<file path="src/rtl/pipe_ctrl_pkg.sv">
// Shared exception codes, vector offsets, FSM encoding and stage-mask helper for pipe_ctrl_gen.
// Pure declarations: no latency, no backpressure.
package pipe_ctrl_pkg;

    localparam logic [31:0] EXC_INT  = 32'h0000_0001;
    localparam logic [31:0] EXC_SYS  = 32'h0000_0008;
    localparam logic [31:0] EXC_INV  = 32'h0000_000a;
    localparam logic [31:0] EXC_OV   = 32'h0000_000c;
    localparam logic [31:0] EXC_TR   = 32'h0000_000d;
    localparam logic [31:0] EXC_ERET = 32'h0000_000e;

    localparam logic [11:0] VEC_INT = 12'h020;
    localparam logic [11:0] VEC_GEN = 12'h040;

    typedef enum logic {
        ST_RUN   = 1'b0,
        ST_FLUSH = 1'b1
    } state_e;

    // Stages 0..pos all held: the requester freezes everything upstream of itself.
    function automatic logic [31:0] stage_mask(input int unsigned pos);
        return (32'd1 << (pos + 32'd1)) - 32'd1;
    endfunction

endpackage

</file>
<file path="src/rtl/stall_watchdog.sv">
// Counts consecutive active cycles (saturating) and raises a registered timeout once the count hits STALL_MAX.
// Timeout follows the count by one cycle; no backpressure.
module stall_watchdog #(
    parameter int STALL_MAX = 255
) (
    input  logic clk,
    input  logic rst_n,
    input  logic active,
    output logic timeout
);

    localparam int                CNT_W   = $clog2(STALL_MAX + 1);
    localparam logic [CNT_W-1:0]  CNT_MAX = CNT_W'(STALL_MAX);

    logic [CNT_W-1:0] cnt_q, cnt_d;
    logic             timeout_q, timeout_d;

    always_comb begin
        cnt_d = '0;
        if (active) begin
            cnt_d = (cnt_q == CNT_MAX) ? cnt_q : cnt_q + CNT_W'(1);
        end
        timeout_d = (cnt_q == CNT_MAX);
    end

    always_ff @(posedge clk or negedge rst_n) begin
        if (!rst_n) begin
            cnt_q     <= '0;
            timeout_q <= 1'b0;
        end else begin
            cnt_q     <= cnt_d;
            timeout_q <= timeout_d;
        end
    end

    assign timeout = timeout_q;

endmodule

</file>
<file path="src/rtl/pipe_ctrl_gen.sv">
// Pipeline controller: merges stall requests into a per-stage stall vector and turns MEM exceptions into redirect+flush.
// Stall is combinational; redirect/flush register one cycle after the code; codes arriving during a flush are dropped.
module pipe_ctrl_gen
    import pipe_ctrl_pkg::*;
#(
    parameter int                    NSTAGE       = 6,
    parameter int                    NREQ         = 2,
    parameter int                    POS_W        = 3,
    parameter logic [NREQ*POS_W-1:0] STALL_POS    = {3'd3, 3'd2},
    parameter int                    FLUSH_CYCLES = 1,
    parameter int                    STALL_MAX    = 255
) (
    input  logic              clk,
    input  logic              rst_n,
    input  logic [NREQ-1:0]   stallreq_i,
    input  logic [31:0]       excepttype_i,
    input  logic [31:0]       cp0_epc_i,
    input  logic [31:0]       ebase_i,
    output logic [NSTAGE-1:0] stall_o,
    output logic              flush_o,
    output logic              pc_redirect_o,
    output logic [31:0]       new_pc_o,
    output logic              stall_timeout_o
);

    localparam logic [3:0] FLUSH_LOAD = 4'(FLUSH_CYCLES - 1);

    state_e      state_q, state_d;
    logic [3:0]  flush_cnt_q, flush_cnt_d;
    logic        flush_q, flush_d;
    logic        redirect_q, redirect_d;
    logic [31:0] new_pc_q, new_pc_d;

    logic [NSTAGE-1:0] stall_merge;
    logic              exc_vld;
    logic [31:0]       exc_target;
    logic              accept;
    logic              unused_ebase;

    assign unused_ebase = ^ebase_i[11:0];

    always_comb begin
        stall_merge = '0;
        for (int i = 0; i < NREQ; i++) begin
            if (stallreq_i[i]) begin
                stall_merge = stall_merge
                            | NSTAGE'(stage_mask(int'(STALL_POS[i*POS_W +: POS_W])));
            end
        end
    end

    always_comb begin
        exc_vld    = 1'b1;
        exc_target = {ebase_i[31:12], VEC_GEN};
        case (excepttype_i)
            EXC_INT:                         exc_target = {ebase_i[31:12], VEC_INT};
            EXC_SYS, EXC_INV, EXC_OV, EXC_TR: exc_target = {ebase_i[31:12], VEC_GEN};
            EXC_ERET:                        exc_target = cp0_epc_i;
            default:                         exc_vld    = 1'b0;
        endcase
    end

    assign accept = (state_q == ST_RUN) && exc_vld;

    // Stalls are dropped while a redirect is pending so the flush is never held off.
    assign stall_o = (!rst_n || state_q == ST_FLUSH || accept) ? '0 : stall_merge;

    always_comb begin
        state_d     = state_q;
        flush_cnt_d = flush_cnt_q;
        flush_d     = flush_q;
        redirect_d  = 1'b0;
        new_pc_d    = new_pc_q;
        case (state_q)
            ST_RUN: begin
                if (exc_vld) begin
                    state_d     = ST_FLUSH;
                    flush_cnt_d = FLUSH_LOAD;
                    flush_d     = 1'b1;
                    redirect_d  = 1'b1;
                    new_pc_d    = exc_target;
                end
            end
            ST_FLUSH: begin
                if (flush_cnt_q == 4'd0) begin
                    state_d = ST_RUN;
                    flush_d = 1'b0;
                end else begin
                    flush_cnt_d = flush_cnt_q - 4'd1;
                end
            end
            default: begin
                state_d = ST_RUN;
                flush_d = 1'b0;
            end
        endcase
    end

    always_ff @(posedge clk or negedge rst_n) begin
        if (!rst_n) begin
            state_q     <= ST_RUN;
            flush_cnt_q <= 4'd0;
            flush_q     <= 1'b0;
            redirect_q  <= 1'b0;
            new_pc_q    <= 32'd0;
        end else begin
            state_q     <= state_d;
            flush_cnt_q <= flush_cnt_d;
            flush_q     <= flush_d;
            redirect_q  <= redirect_d;
            new_pc_q    <= new_pc_d;
        end
    end

    assign flush_o       = flush_q;
    assign pc_redirect_o = redirect_q;
    assign new_pc_o      = new_pc_q;

    stall_watchdog #(
        .STALL_MAX (STALL_MAX)
    ) u_stall_watchdog (
        .clk     (clk),
        .rst_n   (rst_n),
        .active  (|stall_o),
        .timeout (stall_timeout_o)
    );

endmodule

</file>
<file path="config.mk">
export PLATFORM = sky130hd
export DESIGN_NAME = pipe_ctrl_gen
export DESIGN_NICKNAME = d
export VERILOG_FILES = /design/src/rtl/pipe_ctrl_pkg.sv /design/src/rtl/stall_watchdog.sv /design/src/rtl/pipe_ctrl_gen.sv
export SDC_FILE = /design/constraint.sdc
export NUM_CORES = 1
export LEC_CHECK = 0
export ABC_AREA = 1
export BUFFER_PORTS_ARGS = -buffer_cell sky130_fd_sc_hd__buf_2
export CORE_MARGIN = 2
export CORE_UTILIZATION = 42
export CTS_BUF_LIST = sky130_fd_sc_hd__clkbuf_4 sky130_fd_sc_hd__clkbuf_8
export DETAILED_ROUTE_END_ITERATION = 8
export PLACE_DENSITY_LB_ADDON = 0.12
export SLEW_MARGIN = 20
export SYNTH_ARGS = -nofsm -noshare
export SYNTH_HDL_FRONTEND = slang
export SYNTH_SLANG_ARGS = --single-unit
</file>
<file path="constraint.sdc">
create_clock -name clk -period 1.5 [get_ports clk]
set_clock_uncertainty 0.15 [all_clocks]
set_input_delay 0.075 -clock clk [delete_from_list [all_inputs] [get_ports clk]]
set_output_delay 0.075 -clock clk [all_outputs]
set_load 0.01 [all_outputs]
</file>
==> flow_summary.json <==
{
  "crit_buf_inv": 2,
  "nets": 658,
  "synth_area_leaders": "dfrtp_1 45%, nand2_1 13%, nor2_1 11%, nand3_1 6.0%, a21oi_1 4.3%",
  "p_comb_share_pct": 14.5,
  "clkTransAtPathRegs_ps": 80,
  "yosysWarnings": 0,
  "synth-edff-count": 0,
  "setup_ws_ps": -80.5,
  "grt_first_pass_wirelength_mm": 13.3,
  "avgSynthCellArea_um2": 7.44,
  "instances_no_fill": 632,
  "whs_endpoint": "new_pc_o[27]$_DFFE_PN0P_",
  "drc": 0,
  "htree_levels": 2,
  "reg2reg_slack_ps": -80,
  "drtIter0Drc": 183,
  "rsz0062_at_grt": "yes",
  "static-leakage-power_nw": 2.34,
  "failed_checks": "negative setup slack",
  "r2r_cells": 10,
  "r2r-start": "u_stall_watchdog.cnt_q[0]$_DFFE_PN0P_",
  "p_per_area_nw_per_um2": 584,
  "intPower_mw": 1.90,
  "end_kind": "primary output",
  "vias": 3056,
  "crit_start": "state_q$_DFF_PN0_",
  "ys_async_sr_fraction_pct": 100,
  "synth_largest_area_cell": "dfrtp_1",
  "ys.flop_type": "dfrtp_1",
  "core-area_um2": 6030,
  "postRouteAntennaNets": 0,
  "worstHoldPathType": "in -> reg",
  "clock_latency_ps": 300,
  "cts_buffers": 5,
  "antennaDiodeCount": 0,
  "gr-usage-all-layers_pct": 22.9,
  "setup_viol": 8,
  "wirelength_mm": 7.93,
  "slowest_stage": "dfrtp_1",
  "status": "complete, but fails checks",
  "synthToLayoutAreaGrowth_pct": 60.4,
  "timing.setup.tns_ps": -401,
  "die_w_um": 83.4,
  "synth_cell_types": 29,
  "gp_congestion": 0.806,
  "yosysSeqAreaShare_pct": 45.3,
  "drive_gt1_share_pct": 39.5,
  "ir_worst_vdd_v": 0.000449,
  "rows": 28,
  "crit_required_ps": 1270,
  "initial_core_util_pct": 44.0,
  "seq_area_um2": 1200,
  "cts-root-buf": "clkbuf_8",
  "swShare_pct": 23.3,
  "min_delay_path_depth": 5,
  "place_area_um2": 3520,
  "r2r_end": "u_stall_watchdog.cnt_q[5]$_DFFE_PN0P_",
  "clk_path_buf_depth": 2,
  "slew_viol_final": 0,
  "drtPass1Iterations": 4,
  "fin_area_um2": 4250,
  "post_drt_via_cell_ratio": 4.84,
  "die_area_um2": 6960,
  "min_period_ps": 1580,
  "grt_max_degree": 49,
  "synth_top_area_share_pct": 45.3,
  "period_share_pct": 105,
  "syn_inst": 356,
  "maxCapViolCount": 0,
  "port_buffers": 126,
  "multi_input_area_um2": 1350,
  "fillCellCount": 495,
  "cp_top_family": "flip-flops",
  "worst_setup_path_start_kind": "register",
  "timing.hold.ws_ps": 0.985,
  "antenna_found_initial": 0,
  "yosysMostFrequentCell": "nand2_1",
  "place_ws_ps": -104,
  "critPathMaxStageDelay_ps": 390,
  "clockPowerShare_pct": 33.1,
  "wl_per_cell_um": 12.5,
  "fmax_mhz": 633,
  "worstSetupPathType": "reg -> out",
  "netlist_area_um2": 2650,
  "power_frac_seq_pct": 52.4,
  "clock-sinks": 48,
  "tightest_slew_ps": 614,
  "synth_commonest_cells": "92 x nand2_1, 79 x nor2_1, 48 x dfrtp_1",
  "dp_hpwl_mm": 5.35,
  "ys_ff_latch": 48,
  "cts_tree": "yes",
  "io_pins": 141,
  "grt_pass1_vias": 3054,
  "placed_cells": 571,
  "switching_power_mw": 0.578,
  "crit_fanout": 3,
  "dieHeight_um": 83.4,
  "worstPathArrival_ps": 1360,
  "finalHoldViolCount": 0,
  "slew_headroom_pct": 59.1,
  "globalRouteOverflowTotal": 0,
  "hold_start": "cp0_epc_i[27]",
  "path_cells": "nor2_2 -> nand4_1 -> inv_2 -> buf_2"
}
power groups by stage:
stage	sequential (mW)	clock (mW)	combinational [mW]
finish	1.30	0.822	0.360
floorplan	1.33	0	0.0778
global placement	1.33	0	0.240
detailed placement	1.33	0	0.244
global route	1.30	0.887	0.399
CTS	1.30	0.835	0.339
layout by cell type (no fill, tap or decap), types with 4 or more instances in the layout:
master,n
a21oi_1,23
buf_2,122
buf_4,39
buf_6,5
clkbuf_8,6
dfrtp_1,48
dlygate4sd3_1,42
inv_1,18
inv_2,5
nand2_1,88
nand2_2,4
nand3_1,26
nand3_2,4
nor2_1,70
nor2_2,7
nor2_4,5
o21ai_2,10
xor2_1,5
through the flow:
stage	total power [mW]	util (%)
floorplan	1.40	-
global placement	1.57	58.4
detailed placement	1.57	58.4
CTS	2.47	68.4
global route	2.59	70.5
finish	2.48	70.5
sequential cells by signal, indices dropped and copies added, names as in the netlist:
register and flops:
u_stall_watchdog.cnt_q 8, flush_cnt_q 4, state_q 1, u_stall_watchdog.timeout 1
new_pc_o 32, flush_o 1, pc_redirect_o 1
cell type report:
cell class,instances,area share [%]
repair buffers,210,33.4
multi-input cells,267,31.7
flip-flops and latches,48,28.3
well taps,75,2.21
clock buffers,7,2.12
inverters,24,2.12
clock inverters,1,0.177
what timing repair did:
| action | in CTS | in global routing |
|---|---|---|
| gates resized for setup | 7 | 26 |
| pin swaps | 10 | 15 |
| buffers inserted | 8 | 3 |
| setup endpoints to repair | 10 | 18 |
| hold endpoints to repair | 79 | 0 |
| hold buffers | 42 | 0 |
worst max-delay path by stage:
stage                                                       end  slack, ps  cells after the start
after floorplan           u_stall_watchdog.cnt_q[5]$_DFFE_PN0P_        -20                     10
after global placement    u_stall_watchdog.cnt_q[3]$_DFFE_PN0P_        -60                     10
after detailed placement               new_pc_o[30]$_DFFE_PN0P_       -100                     10
after CTS                 u_stall_watchdog.cnt_q[5]$_DFFE_PN0P_        -70                     10
after global routing      u_stall_watchdog.cnt_q[5]$_DFFE_PN0P_       -180                     10
final                                                stall_o[2]        -80                      4
tightest hold or removal path, cell delays in order:
cell and delay (ps):
buf_2 70, nand3_1 70, nand2_1 70, nor2_1 40, nor2_1 90
logic make-up (layout without fill, tap and decap cells):
family / count (synthesis) / after routing / synth area share [%]
AOI/OAI and AO/OA: 42 / 42 / 9.77
xor gates and xnor gates: 6 / 6 / 1.98
adders and majority gates: 2 / 2 / 0.944
buffers and inverters: 42 / 242 / 8.21
DFF: 48 / 48 / 45.3
other: 1 / 2 / 0.142
and+or+nand+nor: 215 / 215 / 33.6
metal layers:
| metal | track usage [%] | share of wire (%) | routed length, µm |
|---|---|---|---|
| met3 | 4.08 | 4.3 | 343 |
| met1 | 27.3 | 41 | 3220 |
| met5 | 0 | 0 | 0 |
| met4 | 7.04 | 2.1 | 165 |
| met2 | 41.9 | 53 | 4190 |
Power figures use the tool's default switching activity.
